==> src/rtl/id_ex_hazard_reg_if.sv <==
// ID/EX pipeline bundle: ID-stage operands and control in, registered EX-stage copies
// plus the load-use stall request out.
interface id_ex_hazard_reg_if #(
  parameter int DATA_W = 32,
  parameter int CTRL_W = 8
);
  logic              valid_id;
  logic [4:0]        rs1_id;
  logic [4:0]        rs2_id;
  logic [4:0]        rd_id;
  logic              uses_rs1_id;
  logic              uses_rs2_id;
  logic              reg_write_id;
  logic              mem_read_id;
  logic [CTRL_W-1:0] ctrl_id;
  logic [DATA_W-1:0] rdata1_id;
  logic [DATA_W-1:0] rdata2_id;
  logic [DATA_W-1:0] imm_id;
  logic [DATA_W-1:0] pc_id;
  logic              hold;
  logic              flush_ex;

  logic              valid_ex;
  logic [4:0]        rs1_ex;
  logic [4:0]        rs2_ex;
  logic [4:0]        rd_ex;
  logic              reg_write_ex;
  logic              mem_read_ex;
  logic [CTRL_W-1:0] ctrl_ex;
  logic [DATA_W-1:0] rdata1_ex;
  logic [DATA_W-1:0] rdata2_ex;
  logic [DATA_W-1:0] imm_ex;
  logic [DATA_W-1:0] pc_ex;
  logic              stall_id;

  modport master (
    output valid_id, rs1_id, rs2_id, rd_id, uses_rs1_id, uses_rs2_id,
           reg_write_id, mem_read_id, ctrl_id, rdata1_id, rdata2_id,
           imm_id, pc_id, hold, flush_ex,
    input  valid_ex, rs1_ex, rs2_ex, rd_ex, reg_write_ex, mem_read_ex,
           ctrl_ex, rdata1_ex, rdata2_ex, imm_ex, pc_ex, stall_id
  );

  modport slave (
    input  valid_id, rs1_id, rs2_id, rd_id, uses_rs1_id, uses_rs2_id,
           reg_write_id, mem_read_id, ctrl_id, rdata1_id, rdata2_id,
           imm_id, pc_id, hold, flush_ex,
    output valid_ex, rs1_ex, rs2_ex, rd_ex, reg_write_ex, mem_read_ex,
           ctrl_ex, rdata1_ex, rdata2_ex, imm_ex, pc_ex, stall_id
  );
endinterface

==> src/rtl/id_ex_hazard_reg.sv <==
// ID/EX pipeline register with load-use hazard detection and bubble/flush insertion.
// Define ID_EX_STALL_CNT_EN to add free-running stall/flush bubble counters.
module id_ex_hazard_reg #(
  parameter int DATA_W = 32,
  parameter int CTRL_W = 8
) (
  input  logic               clk,
  input  logic               arst_n,
  id_ex_hazard_reg_if.slave  bus
`ifdef ID_EX_STALL_CNT_EN
  ,
  output logic [31:0]        stall_cnt,
  output logic [31:0]        flush_cnt
`endif
);

  typedef struct packed {
    logic              valid;
    logic [4:0]        rs1;
    logic [4:0]        rs2;
    logic [4:0]        rd;
    logic              reg_write;
    logic              mem_read;
    logic [CTRL_W-1:0] ctrl;
    logic [DATA_W-1:0] rdata1;
    logic [DATA_W-1:0] rdata2;
    logic [DATA_W-1:0] imm;
    logic [DATA_W-1:0] pc;
  } ex_t;

  ex_t  ex_q;
  ex_t  ex_d;
  logic haz_s;
  logic stall_s;

  // Hazard detection and next EX contents; a bubble is an all-zero entry
  always_comb begin
    ex_d    = ex_q;
    haz_s   = ex_q.valid & ex_q.mem_read & (ex_q.rd != 5'd0) & bus.valid_id &
              ((bus.uses_rs1_id & (bus.rs1_id == ex_q.rd)) |
               (bus.uses_rs2_id & (bus.rs2_id == ex_q.rd)));
    stall_s = haz_s & ~bus.flush_ex & ~bus.hold;
    if (bus.hold) begin
      ex_d = ex_q;
    end else if (bus.flush_ex || haz_s) begin
      ex_d = '0;
    end else begin
      ex_d.valid     = bus.valid_id;
      ex_d.rs1       = bus.rs1_id;
      ex_d.rs2       = bus.rs2_id;
      ex_d.rd        = bus.valid_id ? bus.rd_id : 5'd0;
      ex_d.reg_write = bus.valid_id & bus.reg_write_id;
      ex_d.mem_read  = bus.valid_id & bus.mem_read_id;
      ex_d.ctrl      = bus.ctrl_id;
      ex_d.rdata1    = bus.rdata1_id;
      ex_d.rdata2    = bus.rdata2_id;
      ex_d.imm       = bus.imm_id;
      ex_d.pc        = bus.pc_id;
    end
  end

  // EX-stage register
  always_ff @(posedge clk) begin
    if (!arst_n) begin
      ex_q <= '0;
    end else begin
      ex_q <= ex_d;
    end
  end

  assign bus.valid_ex     = ex_q.valid;
  assign bus.rs1_ex       = ex_q.rs1;
  assign bus.rs2_ex       = ex_q.rs2;
  assign bus.rd_ex        = ex_q.rd;
  assign bus.reg_write_ex = ex_q.reg_write;
  assign bus.mem_read_ex  = ex_q.mem_read;
  assign bus.ctrl_ex      = ex_q.ctrl;
  assign bus.rdata1_ex    = ex_q.rdata1;
  assign bus.rdata2_ex    = ex_q.rdata2;
  assign bus.imm_ex       = ex_q.imm;
  assign bus.pc_ex        = ex_q.pc;
  assign bus.stall_id     = stall_s;

`ifdef ID_EX_STALL_CNT_EN
  logic [31:0] stall_cnt_q;
  logic [31:0] flush_cnt_q;

  // Bubble counters; a flush that coincides with a hazard counts only as a flush
  always_ff @(posedge clk) begin
    if (!arst_n) begin
      stall_cnt_q <= 32'd0;
      flush_cnt_q <= 32'd0;
    end else if (!bus.hold && bus.flush_ex) begin
      flush_cnt_q <= flush_cnt_q + 32'd1;
    end else if (!bus.hold && haz_s) begin
      stall_cnt_q <= stall_cnt_q + 32'd1;
    end else begin
      stall_cnt_q <= stall_cnt_q;
      flush_cnt_q <= flush_cnt_q;
    end
  end

  assign stall_cnt = stall_cnt_q;
  assign flush_cnt = flush_cnt_q;
`endif

endmodule

==> src/flat_wrapper.sv <==
// flat-port wrapper written by rule: the top's interface ports become plain ports
module id_ex_hazard_reg_flat 
#(
  parameter int DATA_W = 32,
  parameter int CTRL_W = 8
)
  (clk, arst_n, bus_valid_id, bus_rs1_id, bus_rs2_id, bus_rd_id, bus_uses_rs1_id, bus_uses_rs2_id, bus_reg_write_id, bus_mem_read_id, bus_ctrl_id, bus_rdata1_id, bus_rdata2_id, bus_imm_id, bus_pc_id, bus_hold, bus_flush_ex, bus_valid_ex, bus_rs1_ex, bus_rs2_ex, bus_rd_ex, bus_reg_write_ex, bus_mem_read_ex, bus_ctrl_ex, bus_rdata1_ex, bus_rdata2_ex, bus_imm_ex, bus_pc_ex, bus_stall_id);
  id_ex_hazard_reg_if #(.DATA_W(DATA_W), .CTRL_W(CTRL_W)) bus_i ();
  input  logic clk;
  input  logic arst_n;
  input wire logic [$bits(bus_i.valid_id)-1:0] bus_valid_id;
  input wire logic [$bits(bus_i.rs1_id)-1:0] bus_rs1_id;
  input wire logic [$bits(bus_i.rs2_id)-1:0] bus_rs2_id;
  input wire logic [$bits(bus_i.rd_id)-1:0] bus_rd_id;
  input wire logic [$bits(bus_i.uses_rs1_id)-1:0] bus_uses_rs1_id;
  input wire logic [$bits(bus_i.uses_rs2_id)-1:0] bus_uses_rs2_id;
  input wire logic [$bits(bus_i.reg_write_id)-1:0] bus_reg_write_id;
  input wire logic [$bits(bus_i.mem_read_id)-1:0] bus_mem_read_id;
  input wire logic [$bits(bus_i.ctrl_id)-1:0] bus_ctrl_id;
  input wire logic [$bits(bus_i.rdata1_id)-1:0] bus_rdata1_id;
  input wire logic [$bits(bus_i.rdata2_id)-1:0] bus_rdata2_id;
  input wire logic [$bits(bus_i.imm_id)-1:0] bus_imm_id;
  input wire logic [$bits(bus_i.pc_id)-1:0] bus_pc_id;
  input wire logic [$bits(bus_i.hold)-1:0] bus_hold;
  input wire logic [$bits(bus_i.flush_ex)-1:0] bus_flush_ex;
  output wire logic [$bits(bus_i.valid_ex)-1:0] bus_valid_ex;
  output wire logic [$bits(bus_i.rs1_ex)-1:0] bus_rs1_ex;
  output wire logic [$bits(bus_i.rs2_ex)-1:0] bus_rs2_ex;
  output wire logic [$bits(bus_i.rd_ex)-1:0] bus_rd_ex;
  output wire logic [$bits(bus_i.reg_write_ex)-1:0] bus_reg_write_ex;
  output wire logic [$bits(bus_i.mem_read_ex)-1:0] bus_mem_read_ex;
  output wire logic [$bits(bus_i.ctrl_ex)-1:0] bus_ctrl_ex;
  output wire logic [$bits(bus_i.rdata1_ex)-1:0] bus_rdata1_ex;
  output wire logic [$bits(bus_i.rdata2_ex)-1:0] bus_rdata2_ex;
  output wire logic [$bits(bus_i.imm_ex)-1:0] bus_imm_ex;
  output wire logic [$bits(bus_i.pc_ex)-1:0] bus_pc_ex;
  output wire logic [$bits(bus_i.stall_id)-1:0] bus_stall_id;
  assign bus_i.valid_id = bus_valid_id;
  assign bus_i.rs1_id = bus_rs1_id;
  assign bus_i.rs2_id = bus_rs2_id;
  assign bus_i.rd_id = bus_rd_id;
  assign bus_i.uses_rs1_id = bus_uses_rs1_id;
  assign bus_i.uses_rs2_id = bus_uses_rs2_id;
  assign bus_i.reg_write_id = bus_reg_write_id;
  assign bus_i.mem_read_id = bus_mem_read_id;
  assign bus_i.ctrl_id = bus_ctrl_id;
  assign bus_i.rdata1_id = bus_rdata1_id;
  assign bus_i.rdata2_id = bus_rdata2_id;
  assign bus_i.imm_id = bus_imm_id;
  assign bus_i.pc_id = bus_pc_id;
  assign bus_i.hold = bus_hold;
  assign bus_i.flush_ex = bus_flush_ex;
  assign bus_valid_ex = bus_i.valid_ex;
  assign bus_rs1_ex = bus_i.rs1_ex;
  assign bus_rs2_ex = bus_i.rs2_ex;
  assign bus_rd_ex = bus_i.rd_ex;
  assign bus_reg_write_ex = bus_i.reg_write_ex;
  assign bus_mem_read_ex = bus_i.mem_read_ex;
  assign bus_ctrl_ex = bus_i.ctrl_ex;
  assign bus_rdata1_ex = bus_i.rdata1_ex;
  assign bus_rdata2_ex = bus_i.rdata2_ex;
  assign bus_imm_ex = bus_i.imm_ex;
  assign bus_pc_ex = bus_i.pc_ex;
  assign bus_stall_id = bus_i.stall_id;
  id_ex_hazard_reg #(.DATA_W(DATA_W), .CTRL_W(CTRL_W)) u_core (.clk(clk), .arst_n(arst_n), .bus(bus_i));
endmodule
==> config.mk <==
export PLATFORM = sky130hd
export DESIGN_NAME = id_ex_hazard_reg_flat
export DESIGN_NICKNAME = d
export VERILOG_FILES = /design/src/rtl/id_ex_hazard_reg_if.sv /design/src/rtl/id_ex_hazard_reg.sv /design/src/flat_wrapper.sv
export SDC_FILE = /design/constraint.sdc
export NUM_CORES = 1
export LEC_CHECK = 0
export BUFFER_PORTS_ARGS = -buffer_cell sky130_fd_sc_hd__clkbuf_2
export CAP_MARGIN = 20
export CORE_UTILIZATION = 42
export DETAILED_ROUTE_END_ITERATION = 10
export GPL_ROUTABILITY_DRIVEN = 0
export PLACE_DENSITY = 0.77
export REMOVE_ABC_BUFFERS = 1
export SYNTH_ARGS = -nofsm -noshare
export SYNTH_HDL_FRONTEND = slang
export SYNTH_SLANG_ARGS = --single-unit
==> constraint.sdc <==
create_clock -name clk -period 1.42 [get_ports clk]
set_input_delay 0.142 -clock clk [delete_from_list [all_inputs] [get_ports clk]]
set_output_delay 0.142 -clock clk [all_outputs]
set_load 0.01 [all_outputs]
==> results.md, run 1 <==
- Setup crit start kind: flop
- CTS tree: done
- Largest buffer count on any clock path: 2
- Root buffer cell: clkbuf_16
- Worst setup EP type: primary output
- Vias in the first global route: between 7k and 8k
- Vias/cell: ~6
- Total I/O pin count: between 300 and 400
- Min-Delay Path Depth: 3
- Cells after synthesis: ~730
- Largest net degree at the start of global routing: 50
- RR Startpoint: u_core.bus.rd_ex[0]
- Synthesized flop and latch total: approximately 150
- Wire length of the first global-routing pass: a little under 40,000 um
- Post-route clock period utilization: 143%
- Peak VDD IR: a little under 0.8 mV
- CP required: approximately 1.3 ns
- Clk sinks: about 150
- Slew headroom: 76.9%
- Max_cap viols: 0
- Post-DP Area: about 0.0086 mm^2
- Syn avg cell area: 8.94 um^2
- P&R area growth vs syn: 80.9%
- CP max FO: 4
- Drt pass-1 iters: 6
- Failing checks: negative setup slack
- Worst-path clk slew: ~0.07 ns
- Cell Area, Synth: ~0.0065 mm^2
- Detailed Route Iter0 Violations: 761
- Slew Limit Fails: 0
- GRT Resource Usage Total: a little under a third
- Port bufs: between 300 and 400
- Hold Path Class: in2reg
- WP data arrival: about 1.9 ns
- Die Area: ~0.016 mm^2
- Die width: approximately 130 um
- RSZ-0062 raised after global routing: true
- # nets final: ~1.4k
- Die height: between 100 and 150 um
- H-tree levels: 4
- Fmax: about 0.49 GHz
- HPWL after DPL: about 14,000 um
- Register area share after synthesis: between 40% and 50%
- Commonest non-fill, non-tap cell in the layout: clkbuf_2
- WHS Endpoint: u_core.bus.rdata1_ex[14]
- Cell variety after synth: 22
- Hold Startpoint: bus_rdata1_id[14]
- WHS: 0.0249 ns
- Remaining Overflow, GRT: 0
- Post-route DRC: 0
- Final setup fails: approximately 160
- Final Routed Wirelength: 30,500 um
- Layout fillers: 830
- Min Clock Period, post-route: 2.04 ns
- Final Hold Viols: 0
- Layout cells sized above 1: 42.2%
- Post-route cell area: 0.0118 mm^2
- Worst R2R Setup Slack: -0.50 ns
- LEAKAGE: around 5.1 nW
- Mean routed wirelength per cell: 21.5 um
- Worst skew pair latency: 0.42 ns
- Power density over cell area: a little over 1000 mW/mm^2
- RR Endpoint: u_core.bus.ctrl_ex[0]
- Vias post-DR: 8,658
- Post-route antenna net violation count: 0
- Initial antenna violation count: 0
- YS warnings: 0
- Dpl ws: -0.311 ns
- Post-Route Skew: 0.00907 ns
- Core Box Area: between 0.015 and 0.02 mm^2
- Final setup margin: -0.617 ns
- Ant diodes: 0
- FF-to-FF path depth: 8
- Crit Path Category: reg2out
- TritonCTS Buffers: 17
- Row count: 45
- Setup_tns: -65.57 ns
- Initial Util: 43.0%
- Status: finished with violations
- Most frequent cells in the layout: 313 x clkbuf_2, 150 x dfxtp_1, 149 x nand2_1
- Worst-margin pin slew: around 0.34 ns
[worst max-delay path, stage by stage (launching register included)]
cell     delay, ns
dfxtp_2       0.36
xnor2_1       0.24
nand4_1       0.25
o22ai_4       0.26
nor4b_4       0.21
buf_2         0.16
[metrics by stage]
stage	std cells	util, %	total power, mW
after floorplan	645	-	5.62
after global placement	1214	56.9	6.44
after detailed placement	1214	56.9	6.47
after CTS	1391	71.0	11.8
after global routing	1416	77.7	12.6
final	1416	77.7	12.2
[worst max-delay path by stage]
stage	from	end	cells after the start
2_1_floorplan	bus_hold	u_core.bus.imm_ex[10]	3
3_3_place_gp	u_core.bus.rd_ex[0]	u_core.bus.imm_ex[10]	5
3_5_place_dp	u_core.bus.rd_ex[0]	u_core.bus.imm_ex[31]	5
4_1_cts	u_core.bus.rd_ex[0]	bus_stall_id	5
5_1_grt	u_core.bus.rd_ex[0]	bus_stall_id	6
6_report	u_core.bus.rd_ex[3]	bus_stall_id	5
[cell usage after synthesis, drive strengths merged]
master	n	share of area (%)
a32oi	154	21
and2	1	0.096
and3	1	0.096
buf	33	4.1
clkbuf	53	3.0
dfxtp	154	47
mux2i	7	1.1
nand2	149	8.6
nand3b	1	0.11
nand4	2	0.19
nor2	7	0.40
nor3b	1	0.19
nor4b	1	0.13
o21ai	148	12
o22ai	1	0.096
o31ai	7	0.80
or4	1	0.11
xnor2	10	1.3
[metal layers]
metal	up-vias	GRT usage, %	wire (um)
li1	3774	-	-
met1	4090	32.7	10800
met2	621	53.5	15100
met3	173	8.39	2680
met4	0	17.2	1900
met5	-	0	0
[flip-flops by register name, summed over array words and instances (netlist names)]
signal                   count
u_core.bus.ctrl_ex           8
u_core.bus.imm_ex           32
u_core.bus.mem_read_ex       1
u_core.bus.pc_ex            32
u_core.bus.rd_ex             5
u_core.bus.rdata1_ex        32
u_core.bus.rdata2_ex        32
u_core.bus.reg_write_ex      1
u_core.bus.rs1_ex            5
u_core.bus.rs2_ex            5
u_core.bus.valid_ex          1
[layout make-up]
cell class	count	area [um^2]	share of cell area, %
clock inverter	14	216	1.83
timing repair buffer	551	4360	36.9
tap	188	235	1.99
multi-input combinational	491	3490	29.5
sequential	154	3090	26.1
clock buffer	18	429	3.63
[logic make-up (layout without fill, tap and decap cells)]
| kind of cell | after synthesis | in the layout | share of synthesized area (%) |
|---|---|---|---|
| and+or+nand+nor | 164 | 164 | 9.90 |
| muxes | 7 | 7 | 1.07 |
| xor gates and xnor gates | 10 | 10 | 1.34 |
| buffers and inverters | 86 | 583 | 7.16 |
| DFF | 154 | 154 | 47.2 |
| AOI/OAI and AO/OA | 310 | 310 | 33.3 |
[power by group]
part	total [mW]	leakage, nW	switching (mW)	internal (mW)
combinational	2.18	3.52	1.11	1.07
sequential	4.87	1.27	0.230	4.64
clock	5.10	0.315	1.97	3.14
total	12.2	5.10	3.31	8.85
[repair_timing]
item                                    in CTS  in global routing
buffers inserted                             4                  8
hold buffers                               140                  0
pin swaps                                    5                129
endpoints found under the setup margin     155                155
cloned                                       1                 18
resized for setup                           12                113
hold endpoints to repair                   139                  0
(Power assumes the default switching activity.)
==> run 2, diff against run 1 <==
Settings changed: MAX_ROUTING_LAYER set to met4.
Clock period 1.42 ns to 1.7 ns, I/O delays scaled along.
==> run 2 against run 1 <==
- the run still ends with negative setup slack left
- sequential share of layout area increased by 0.54 points
- clock power decreased by 23%
- worst setup slack improved by 0.34 ns
- via count decreased by 2.6%
- routed wire length decreased by 7.4%
- clock-buffer cell count increased by 1
- first-iteration DRC count decreased by 2.9%
- register-to-register slack improved by 0.26 ns
- final area decreased by 2.0%
- sequential power decreased by 17%
- combinational power decreased by 18%
- utilization decreased by 1.6 points
- critical endpoint unchanged
==> results.md, run 2 (same netlist as run 1, synthesis figures left out) <==
- Status: finished with violations
- Failing checks: negative setup slack
- Hold Path Class: in2reg
- CP max FO: 2
- CP max stage cell: or4_4
- WHS Endpoint: u_core.bus.rs1_ex[2]
- Port bufs: 314
- Final setup margin: -0.276 ns
- Crit path max-delay family: simple AND/OR/NAND/NOR gates
- # nets final: roughly 1.4k
- Ant diodes: 0
- Worst skew pair latency: 0.42 ns
- CP peak stage delay: roughly 0.55 ns
- Worst-margin pin slew: between 0.7 and 0.8 ns
- RSZ-0062 raised after global routing: true
- TritonCTS Buffers: 17
- CP required: 1.53 ns
- Clock power frac: about two fifths
- Post-route antenna net violation count: 0
- Vias/cell: slightly above 6
- Switching share of total power: 27.5%
- RR Startpoint: u_core.bus.rd_ex[0]
- Post-Route Skew: around 0.011 ns
- Logic pwr share: a little under a fifth
- LEAKAGE: 4.94 nW
- Layout fillers: roughly 900
- Initial antenna violation count: 0
- GRT Resource Usage Total: between 30% and 40%
- WP data arrival: roughly 1.8 ns
- Drt pass-1 iters: 6
- HPWL after DPL: 13,800 um
- Min Clock Period, post-route: a little under 2 ns
- Largest buffer count on any clock path: 2
- Crit Path Category: reg2out
- Total I/O pin count: around 320
- Worst-path cell chain: or4_4 -> o21ai_4 -> buf_12 -> nor4b_4 -> buf_2
- Buf/Inv on CP: 2
- NetSw: about 2.7 mW
- FF-to-FF path depth: 9
- Peak VDD IR: between 0.6 and 0.7 mV
- Vias in the first global route: about 7.8k
- CTS tree: done
- Slew Limit Fails: 0
- Worst R2R Setup Slack: -0.24 ns
- Commonest non-fill, non-tap cell in the layout: clkbuf_2
- Final Hold Viols: 0
- RR Endpoint: u_core.bus.rdata2_ex[1]
- Setup crit start kind: flop
- Most frequent cells in the layout: 313 x clkbuf_2, 150 x dfxtp_1, 149 x nand2_1
- Vias post-DR: between 8k and 9k
- Die height: 127 um
- Remaining Overflow, GRT: 0
- H-tree levels: 4
- WHS: approximately 0.019 ns
- Mean routed wirelength per cell: 20.2 um
- Final Routed Wirelength: roughly 28,000 um
- Slew headroom: a little over half
- Pint: a little over 7 mW
- Hold Startpoint: bus_rs1_id[2]
- Fmax: roughly 0.51 GHz
- Worst setup EP type: primary output
- Area of the multi-input gates: roughly 0.0034 mm^2
- Clk sinks: ~150
- Row count: between 40 and 50
- Tot Pwr: about 9.8 mW
- Initial Util: between 40% and 50%
- Post-route clock period utilization: 116%
- Final setup fails: approximately 150
- Reg power frac: between 40% and 50%
- Wire length of the first global-routing pass: 39,600 um
- Register area: approximately 0.003 mm^2
- Worst-path clk slew: roughly 0.06 ns
- Layout cells sized above 1: about 40%
- Die Area: ~0.016 mm^2
- Root buffer cell: clkbuf_16
- Die width: 127 um
- P&R area growth vs syn: 77.2%
- Largest net degree at the start of global routing: slightly below 70
- Power density over cell area: around 840 mW/mm^2
- Min-Delay Path Depth: 3
- Detailed Route Iter0 Violations: approximately 740
- Core Box Area: between 0.015 and 0.02 mm^2
- Post-route DRC: 0
- Max_cap viols: 0
## run 2: how the worst max path moves through the flow
stage	cells past startpoint	to	startpoint
after global placement	6	u_core.bus.rd_ex[3]	u_core.bus.rd_ex[2]
after floorplan	3	u_core.bus.imm_ex[10]	bus_hold
after CTS	5	bus_stall_id	u_core.bus.rd_ex[0]
final	5	bus_stall_id	u_core.bus.rd_ex[0]
after global routing	6	bus_stall_id	u_core.bus.rd_ex[1]
after detailed placement	6	u_core.bus.pc_ex[26]	u_core.bus.rd_ex[0]
## run 2: metrics by stage
step                      area [um^2]  std cells  worst slack, ns  setup TNS (ns)  util, %
final                           11600       1398           -0.276          -20.55     76.2
after global routing            11600       1398           -0.327          -31.16     76.2
after CTS                       11100       1391           -0.281          -14.45     73.1
after detailed placement         8630       1202          -0.0172         -0.0467     56.8
after global placement           8630       1202           0.0262               0     56.8
after floorplan                  6070        645            -7.61        -1137.72        -
## run 2: tightest hold or removal path: stages
cell and delay, ns:
clkbuf_2 0.11, nand2_1 0.06, o21ai_1 0.05
## run 2: power groups by stage
stage	Clock, mW	Combinational (mW)	Sequential, mW
after floorplan	0	0.472	4.22
after global placement	0	1.26	4.09
after detailed placement	0	1.29	4.09
after CTS	3.94	1.59	4.02
after global routing	4.10	1.89	4.08
final	3.92	1.79	4.06
## run 2: per-layer routing
metal	GRT usage, %	part of all wire [%]	routed length, um
met1	34.3	36	10300
met2	54.7	51	14300
met3	7.13	7.9	2240
met4	16.2	5.1	1450
met5	-	0	0
## run 2: cell type report
type	count	share of cell area (%)
Clock buffer	19	3.74
Clock inverter	13	1.43
Multi-Input combinational cell	491	29.2
Sequential cell	154	26.7
Tap cell	188	2.03
Timing Repair Buffer	533	36.9
## run 2: timing repair
item / CTS / global route
pin swaps: 61 / 15
hold buffers: 135 / 0
cloned: 9 / 6
endpoints found under the hold margin: 135 / 0
buffers inserted: 14 / 8
resized for setup: 55 / 65
setup endpoints to repair: 105 / 152
